## src/rtl/wired_bus_arbiter_if.sv

```systemverilog
// Shared-bus bundle between N wired-bus clients and the arbiter.
// Clients use the master view and the arbiter uses the slave view.
interface wired_bus_arbiter_if #(
    parameter int N = 4,
    parameter int W = 8
);
    localparam int OW = (N > 1) ? $clog2(N) : 1;

    logic [N-1:0]   req;
    logic [N-1:0]   en;
    logic [N*W-1:0] d;
    logic [N-1:0]   gnt;
    logic [OW-1:0]  owner_id;
    logic [W-1:0]   bus_q;
    logic           bus_valid;
    logic           conflict;
    logic           violation;
    logic           timeout;

    modport master (
        output req, en, d,
        input  gnt, owner_id, bus_q, bus_valid, conflict, violation, timeout
    );

    modport slave (
        input  req, en, d,
        output gnt, owner_id, bus_q, bus_valid, conflict, violation, timeout
    );
endinterface

```

## src/rtl/wired_bus_arbiter.sv

```systemverilog
// N-channel wired-AND/OR bus with a round-robin owner arbiter (hold limit plus one-cycle gap)
// and a registered resolved value with conflict/violation/timeout pulses.
module wired_bus_arbiter #(
    parameter int N        = 4,
    parameter int W        = 8,
    parameter int MODE     = 0,
    parameter int HOLD_MAX = 15
) (
    input  logic                 clk,
    input  logic                 rst_n,
    wired_bus_arbiter_if.slave   bus
);
    localparam int OW = (N > 1) ? $clog2(N) : 1;
    localparam int HW = (HOLD_MAX > 1) ? $clog2(HOLD_MAX) : 1;

    localparam logic [1:0] S_IDLE  = 2'd0;
    localparam logic [1:0] S_GRANT = 2'd1;
    localparam logic [1:0] S_GAP   = 2'd2;

    localparam logic [W-1:0]  IDLE_VAL  = (MODE == 0) ? {W{1'b1}} : {W{1'b0}};
    localparam logic [HW-1:0] HOLD_LAST = HW'(HOLD_MAX - 1);

    logic [1:0]    r_state;
    logic [N-1:0]  r_gnt;
    logic [OW-1:0] r_owner;
    logic [HW-1:0] r_hold;
    logic [W-1:0]  r_bus_q;
    logic          r_valid;
    logic          r_conflict;
    logic          r_violation;
    logic          r_timeout;

    logic [W-1:0]  w_masked [N];
    logic [N-1:0]  w_disagree;
    logic [W-1:0]  w_res;
    logic          w_found;
    logic [OW-1:0] w_winner;
    logic [OW-1:0] w_idx;

    // A channel that is not enabled contributes the identity value of the wired function.
    for (genvar gi = 0; gi < N; gi++) begin : g_chan
        assign w_masked[gi]   = bus.en[gi] ? bus.d[gi*W +: W] : IDLE_VAL;
        assign w_disagree[gi] = bus.en[gi] && (bus.d[gi*W +: W] != w_res);
    end

    always_comb begin
        w_res = IDLE_VAL;
        for (int i = 0; i < N; i++) begin
            if (MODE == 0) w_res = w_res & w_masked[i];
            else           w_res = w_res | w_masked[i];
        end
    end

    // Round-robin search starts one past the last owner and wraps.
    always_comb begin
        w_found  = 1'b0;
        w_winner = r_owner;
        w_idx    = r_owner;
        for (int k = 1; k <= N; k++) begin
            w_idx = OW'((32'(r_owner) + k) % N);
            if (!w_found && bus.req[w_idx]) begin
                w_found  = 1'b1;
                w_winner = w_idx;
            end
        end
    end

    always_ff @(posedge clk or negedge rst_n) begin
        if (!rst_n) begin
            r_state     <= S_IDLE;
            r_gnt       <= '0;
            r_owner     <= OW'(N - 1);
            r_hold      <= '0;
            r_bus_q     <= IDLE_VAL;
            r_valid     <= 1'b0;
            r_conflict  <= 1'b0;
            r_violation <= 1'b0;
            r_timeout   <= 1'b0;
        end else begin
            r_bus_q     <= w_res;
            r_valid     <= (r_state == S_GRANT) && bus.en[r_owner];
            r_conflict  <= |w_disagree;
            r_violation <= |(bus.en & ~r_gnt);
            r_timeout   <= 1'b0;
            case (r_state)
                S_IDLE: begin
                    if (w_found) begin
                        r_gnt   <= N'(1) << w_winner;
                        r_owner <= w_winner;
                        r_hold  <= '0;
                        r_state <= S_GRANT;
                    end
                end
                S_GRANT: begin
                    // Release wins over timeout when both happen together.
                    if (!bus.req[r_owner]) begin
                        r_gnt   <= '0;
                        r_state <= S_GAP;
                    end else if (r_hold == HOLD_LAST) begin
                        r_gnt     <= '0;
                        r_timeout <= 1'b1;
                        r_state   <= S_GAP;
                    end else begin
                        r_hold <= r_hold + 1'b1;
                    end
                end
                S_GAP: begin
                    r_state <= S_IDLE;
                end
                default: begin
                    r_gnt   <= '0;
                    r_state <= S_IDLE;
                end
            endcase
        end
    end

    assign bus.gnt       = r_gnt;
    assign bus.owner_id  = r_owner;
    assign bus.bus_q     = r_bus_q;
    assign bus.bus_valid = r_valid;
    assign bus.conflict  = r_conflict;
    assign bus.violation = r_violation;
    assign bus.timeout   = r_timeout;
endmodule

```

## src/flat_wrapper.sv

```systemverilog
// flat-port wrapper written by rule: the top's interface ports become plain ports
module wired_bus_arbiter_flat 
#(
    parameter int N        = 4,
    parameter int W        = 8,
    parameter int MODE     = 0,
    parameter int HOLD_MAX = 15
)
  (clk, rst_n, bus_req, bus_en, bus_d, bus_gnt, bus_owner_id, bus_bus_q, bus_bus_valid, bus_conflict, bus_violation, bus_timeout);
  wired_bus_arbiter_if #(.N(N), .W(W)) bus_i ();
  input  logic clk;
  input  logic rst_n;
  input wire logic [$bits(bus_i.req)-1:0] bus_req;
  input wire logic [$bits(bus_i.en)-1:0] bus_en;
  input wire logic [$bits(bus_i.d)-1:0] bus_d;
  output wire logic [$bits(bus_i.gnt)-1:0] bus_gnt;
  output wire logic [$bits(bus_i.owner_id)-1:0] bus_owner_id;
  output wire logic [$bits(bus_i.bus_q)-1:0] bus_bus_q;
  output wire logic [$bits(bus_i.bus_valid)-1:0] bus_bus_valid;
  output wire logic [$bits(bus_i.conflict)-1:0] bus_conflict;
  output wire logic [$bits(bus_i.violation)-1:0] bus_violation;
  output wire logic [$bits(bus_i.timeout)-1:0] bus_timeout;
  assign bus_i.req = bus_req;
  assign bus_i.en = bus_en;
  assign bus_i.d = bus_d;
  assign bus_gnt = bus_i.gnt;
  assign bus_owner_id = bus_i.owner_id;
  assign bus_bus_q = bus_i.bus_q;
  assign bus_bus_valid = bus_i.bus_valid;
  assign bus_conflict = bus_i.conflict;
  assign bus_violation = bus_i.violation;
  assign bus_timeout = bus_i.timeout;
  wired_bus_arbiter #(.N(N), .W(W), .MODE(MODE), .HOLD_MAX(HOLD_MAX)) u_core (.clk(clk), .rst_n(rst_n), .bus(bus_i));
endmodule
```

## config.mk

```make
export PLATFORM = sky130hd
export DESIGN_NAME = wired_bus_arbiter_flat
export DESIGN_NICKNAME = d
export VERILOG_FILES = /design/src/rtl/wired_bus_arbiter_if.sv /design/src/rtl/wired_bus_arbiter.sv /design/src/flat_wrapper.sv
export SDC_FILE = /design/constraint.sdc
export NUM_CORES = 1
export LEC_CHECK = 0
export CAP_MARGIN = 20
export CORE_MARGIN = 5
export CORE_UTILIZATION = 50
export CTS_CLUSTER_DIAMETER = 40
export DETAILED_ROUTE_END_ITERATION = 8
export PLACE_DENSITY = 0.85
export REMOVE_ABC_BUFFERS = 1
export SLEW_MARGIN = 30
export SYNTH_ARGS = -nofsm -noshare
export SYNTH_HDL_FRONTEND = slang
export SYNTH_SLANG_ARGS = --single-unit
```

## constraint.sdc

```tcl
create_clock -name clk -period 3.4 [get_ports clk]
set_input_delay 0.68 -clock clk [delete_from_list [all_inputs] [get_ports clk]]
set_output_delay 0.68 -clock clk [all_outputs]
set_load 0.02 [all_outputs]
```

## Yosys cells after proc, flatten, opt, wreduce, memory -nomap -nowiden

Index checks and enable logic that the tools add are counted.

- Register bits: 24

- $add $sub $neg: 5
- $lt $le $gt $ge: 5
- Equality and inequality tests: 11
- Shift-type cells: 1
- Mux-type cells: 39
- Bitwise logic cells: 6
- Reductions and logical operators: 19

Operator list:

| operator | count |
|---|---|
| 8-bit 2-to-1 mux | 4 |
| 8-bit inequality test | 4 |
| 8-bit AND | 3 |
| 4-bit 2-to-1 mux | 6 |
| 2-bit by 3-bit less-than comparator with 1-bit output (second input constant) | 5 |
| 2-bit 2-to-1 mux | 7 |
| 1-bit 2-to-1 mux | 13 |
| 1-bit binary-select mux with 2-bit select | 6 |
| 4-bit one-hot mux with 3 select lines | 1 |
| 1-bit logical AND | 8 |
| 4-bit one-hot mux with 2 select lines | 1 |
| 4-bit OR reduction | 2 |
| 2-bit by 1-bit adder with 2-bit output (second input constant) | 2 |
| 2-bit adder (second input constant) | 2 |
| 4-bit by 1-bit adder with 4-bit output (second input constant) | 1 |
| 4-bit AND | 1 |
| 4-bit == test (second input constant) | 1 |
| 2-bit inequality test (second input constant) | 2 |
| 4-bit NOT | 1 |
| 2-bit one-hot mux with 2 select lines | 1 |
| 2-bit AND reduction | 2 |
| 4-bit AND reduction | 1 |
| 1-bit by 2-bit << shifter with 4-bit output (first input constant) | 1 |
| 1-bit logical NOT | 3 |
| 8 further kinds | 8 |

## Longest topological paths before layout

- Depth in word-level cells: 16
- Gate-level depth with buffers: 8
- Gate-level depth less buffers: 8

## Worst setup path after synthesis

No wires, ideal clock.

- Kind: input -> register
- Start: input port bus_en[1]
- End: register u_core.r_conflict, in the netlist u_core.bus.conflict
- Data arrival time: 2.105 ns
- Setup slack: 1.155 ns
- Stages: 7
- Buffers on the path: 1
- Path through: buf_2 > nor2b_1 > a2111oi_4 > xnor2_1 > o211ai_1 > o41ai_1 > nand4_1

- Longest elaborated chain between the ends: 7
- Elaborated cells between the ends (all ways): 13
- Those cells by class: eq/ne: 4; mux: 1; bitwise: 3; reduce/logical: 5

Ends and longest elaborated chain:

| what | RTL line | text |
|---|---|---|
| start, declared | flat_wrapper.sv:14 | `input wire logic [$bits(bus_i.en)-1:0] bus_en;` |
| 8-bit 2-to-1 mux * | wired_bus_arbiter.sv:42 | `assign w_masked[gi] = bus.en[gi] ? bus.d[gi*W +: W] : IDLE_VAL;` |
| 8-bit AND * (3 in a row) | wired_bus_arbiter.sv:49 | `if (MODE == 0) w_res = w_res & w_masked[i];` |
| via u_core.w_res[3] | wired_bus_arbiter.sv:35 | `logic [W-1:0] w_res;` |
| 8-bit inequality test | wired_bus_arbiter.sv:43 | `assign w_disagree[gi] = bus.en[gi] && (bus.d[gi*W +: W] != w_res);` |
| 1-bit logical AND | wired_bus_arbiter.sv:43 |  |
| 4-bit OR reduction * | wired_bus_arbiter.sv:82 | `r_conflict <= \|w_disagree;` |
| end signal, assigned | wired_bus_arbiter.sv:82 |  |
| end, declared | wired_bus_arbiter.sv:29 | `logic r_conflict;` |

The timed path passes the listed nets; every way through them passes the cells marked *.
A chain may end at the register's enable or synchronous reset.

## Final worst setup path

Same ends and word-level chain as after synthesis.

==> metrics.log <==
[metrics] run status: completed
[metrics] Crit path largest cell delay: between 600 and 700 ps
[metrics] Post-Place Worst Slack: ~390 ps
[metrics] Resize count post-CTS: 0
[metrics] setup-violating endpoint count in the final report: 0
[metrics] final routed wire length divided by cell count: between 15 and 20 um
[metrics] clock latency at the later pin of the worst-skew pair: approximately 270 ps
[metrics] post-detailed-route DRC marker count: 0
[metrics] Max Cap Violations: 0
[metrics] Max-slew headroom: ~65%
[metrics] number of setup buffers added after CTS: 0
[metrics] post-synthesis simple-gate area fraction: roughly a fifth
[metrics] Tightest Hold Check Type: in -> async
[metrics] die extent in y: between 70 and 80 um
[metrics] TritonCTS Buffers: 3
[metrics] Syn Area/Cell: 10.5 sq um
[metrics] pin count of the biggest net entering global routing: 22
[metrics] post-synthesis adder-cell area fraction: under 10%
[metrics] # hold bufs at CTS: 0
[metrics] Min Clock Period, post-route: ~2700 ps
[metrics] most frequent cell after synthesis: sky130_fd_sc_hd__xnor2_1
[metrics] most area-consuming cells after synthesis: sky130_fd_sc_hd__dfrtp_1 18%, sky130_fd_sc_hd__dfstp_2 14%, sky130_fd_sc_hd__a2111oi_4 12%
[metrics] Worst Max-Slew Pin Slew: about 530 ps
[metrics] TritonCTS clock tree: done
[metrics] xor-xnor portion of the synthesized cell area: 12.0%
[metrics] GRT overflow: 0
[metrics] required time of the worst setup path: approximately 3500 ps
[metrics] final number of hold-violating endpoints: 0
[metrics] type of the setup path with the least slack: in -> reg
[metrics] largest buffer count on any clock path: 2
[metrics] final wirelength: 4460 um
[metrics] CTS H-tree lvls: 1
[metrics] vias in the first global route: about 1600
[metrics] combinational family with the most area after synthesis: compound AO/OA/AOI/OAI gates
[metrics] number of unique standard cell types used by synthesis: 44
[metrics] # IOs: 60
[metrics] placer's final routability congestion estimate: about 0.86
[metrics] DRT Pass-1 Iters: 4
[metrics] nature of the critical path endpoint: flop
[metrics] total of flip-flops plus latches after synthesis: 24
[metrics] Post-DRT Antenna Nets: 0
[metrics] CP Launch Type: primary input
[metrics] power per cell area: between 500 and 600 nW/um^2
[metrics] warning count from the yosys run: 0
[metrics] crit path max-delay cell type: sky130_fd_sc_hd__clkdlybuf4s50_1
[metrics] unrepaired setup endpoints after global routing: no
[metrics] Max rail drop VDD: 0.373 mV
[metrics] Synth top area share: 18.4%
[metrics] arrival time at the worst endpoint: 2880 ps
[metrics] Die X-Extent: just over 70 um
[metrics] wire length of the first global-routing pass: 7360 um
[metrics] mux cell area share after synthesis: under 10%
[metrics] HPWL after detailed placement: between 3000 and 4000 um
[metrics] Peak Freq: ~0.37 GHz
[metrics] clock tree root driver cell: sky130_fd_sc_hd__clkbuf_8
[metrics] setup TNS: 0 ps
[metrics] cell chain of the critical path: clkdlybuf4s50_1 > nor2b_1 > a2111oi_4 > xnor2_1 > o2111ai_1 > o41ai_1 > nand4_1
[metrics] gr usage total: around 18%
[metrics] sequential cell area: slightly above 600 sq um
[metrics] share of synthesized registers carrying an async set or reset: 100%
[metrics] sequential area share after synthesis: around 32%
[metrics] number of vias in the routed layout: ~1600
[metrics] cell type with the highest aggregate area in the netlist: sky130_fd_sc_hd__dfrtp_1
[metrics] netlist area before placement: between 1500 and 2000 sq um
[metrics] Final Cycle Share: around 80%
[metrics] layout overhead on the synthesized area: 35.7%
[metrics] vias per inst: ~5.4
[metrics] share of post-route cells with drive strength above 1: 15.7%
[metrics] ys flop type: sky130_fd_sc_hd__dfrtp_1
[metrics] synthesized netlist cell count: 181
[metrics] list of most frequent post-synthesis cells: 22 x sky130_fd_sc_hd__xnor2_1, 21 x sky130_fd_sc_hd__nor2b_1, 15 x sky130_fd_sc_hd__inv_1, 14 x sky130_fd_sc_hd__dfrtp_1, 10 x sky130_fd_sc_hd__dfstp_2
[metrics] Slew Viols, Final: 0
[metrics] Final Power: around 1.3 mW
[metrics] crit path setup slack, layout: roughly 660 ps
[metrics] die area: 5140 sq um
[metrics] effective utilization at floorplan: between 50% and 60%
[metrics] count of fill cells added during filler insertion: 288
[metrics] static power due to leakage: about 0.94 nW
[metrics] number of antenna violations at the first check in global routing: 0
[metrics] number of buffers added on ports: 59
[metrics] Antenna diodes: 0
[metrics] number of nets in the final layout: about 290
[metrics] area used by multi-input combinational logic: roughly 1200 sq um
[metrics] compound-gate portion of the synthesized area: 24.3%
[metrics] number of enable-type register cells in the synthesized netlist: 0
[metrics] clock-pin transition on the worst setup and hold timing paths: about 90 ps
[metrics] area of the core region: 3660 sq um
[metrics] largest fanout of any net on the critical path: 11
[metrics] standard-cell row count: 22
[metrics] number of clock sinks: 24
[metrics] initial drt markers: 61
[metrics] clock tree skew after final layout: between 6 and 7 ps
-- flip-flops by register name, summed over array words and instances, names as in the netlist --
signal / flops
u_core.bus.bus_valid: 1
u_core.bus.owner_id: 2
u_core.r_hold: 4
u_core.r_state: 2
u_core.bus.gnt: 4
u_core.bus.violation: 1
u_core.bus.timeout: 1
u_core.bus.conflict: 1
u_core.bus.bus_q: 8
-- through the flow --
step	cells	area [sq um]	utilization [%]	hold slack (ps)
after global placement	286	2540	69.4	471
final	290	2580	70.5	357
after floorplan	176	1870	-	384
after detailed placement	286	2540	69.4	490
after CTS	290	2590	70.6	503
after global routing	290	2580	70.5	396
-- worst max-delay path, delay by kind of cell --
kind,cells,cell delay (ps)
AO/OA/AOI/OAI,3,970
XOR/XNOR,1,190
buffers and inverters,1,630
AND/OR/NAND/NOR,2,410
-- power by group --
part / leakage [nW] / internal [mW] / switching (mW)
registers: 0.283 / 0.371 / 0.0785
logic: 0.637 / 0.348 / 0.349
clock network: 0.0228 / 0.0837 / 0.0900
total: 0.943 / 0.803 / 0.518
-- metal layers --
| layer | vias to the layer above | wire length (um) | GRT usage, % |
|---|---|---|---|
| met3 | 5 | 161 | 2.24 |
| met2 | 31 | 2240 | 30.5 |
| met5 | - | 0 | 0 |
| met4 | 0 | 34 | 3.55 |
| li1 | 774 | - | - |
| met1 | 754 | 2020 | 24.5 |
-- worst paths after layout --
| check | from | to | slack (ps) | depth (start not counted) |
|---|---|---|---|---|
| max | bus_en[1] | u_core.bus.conflict | 660 | 7 |
| min | rst_n | u_core.r_hold[0] | 360 | 1 |
| max reg2reg | u_core.bus.owner_id[1] | u_core.bus.gnt[2] | 1380 | 5 |
| min reg2reg | u_core.r_state[1] | u_core.r_hold[1] | 500 | 1 |
| max in group asynchronous | rst_n | u_core.bus.bus_q[2] | 2520 | 2 |
| min in group clk | u_core.r_state[1] | u_core.r_hold[1] | 500 | 1 |
-- cells in the final DEF, fill, tap and decap left out, drive strengths merged, types with 5 or more instances in the layout --
cell / netlist / layout
o21ai: 7 / 7
nand2: 6 / 6
a21oi: 8 / 8
nor3: 5 / 5
inv: 15 / 15
dfrtp: 14 / 14
a2111oi: 8 / 8
nor2b: 21 / 21
nor2: 7 / 7
xnor2: 22 / 22
clkdlybuf4s50: 0 / 58
dfstp: 10 / 10
nand4: 6 / 6
and2b: 5 / 5
-- layout make-up --
class | count | share of cell area, %
Inverter | 15 | 2.18
Clock buffer | 4 | 1.75
Tap cell | 48 | 2.33
Multi-Input combinational cell | 137 | 46.4
Sequential cell | 24 | 23.8
Timing Repair Buffer | 62 | 23.6
-- cell families (layout without fill, tap and decap cells) --
| kind of cell | Yosys count | after routing |
|---|---|---|
| muxes | 7 | 7 |
| adders and majority gates | 2 | 2 |
| DFF | 24 | 24 |
| and+or+nand+nor | 62 | 62 |
| AOI/OAI and AO/OA | 40 | 40 |
| xor gates and xnor gates | 26 | 26 |
| buffers and inverters | 20 | 81 |
Note: power is estimated with default switching activity, not from simulation.
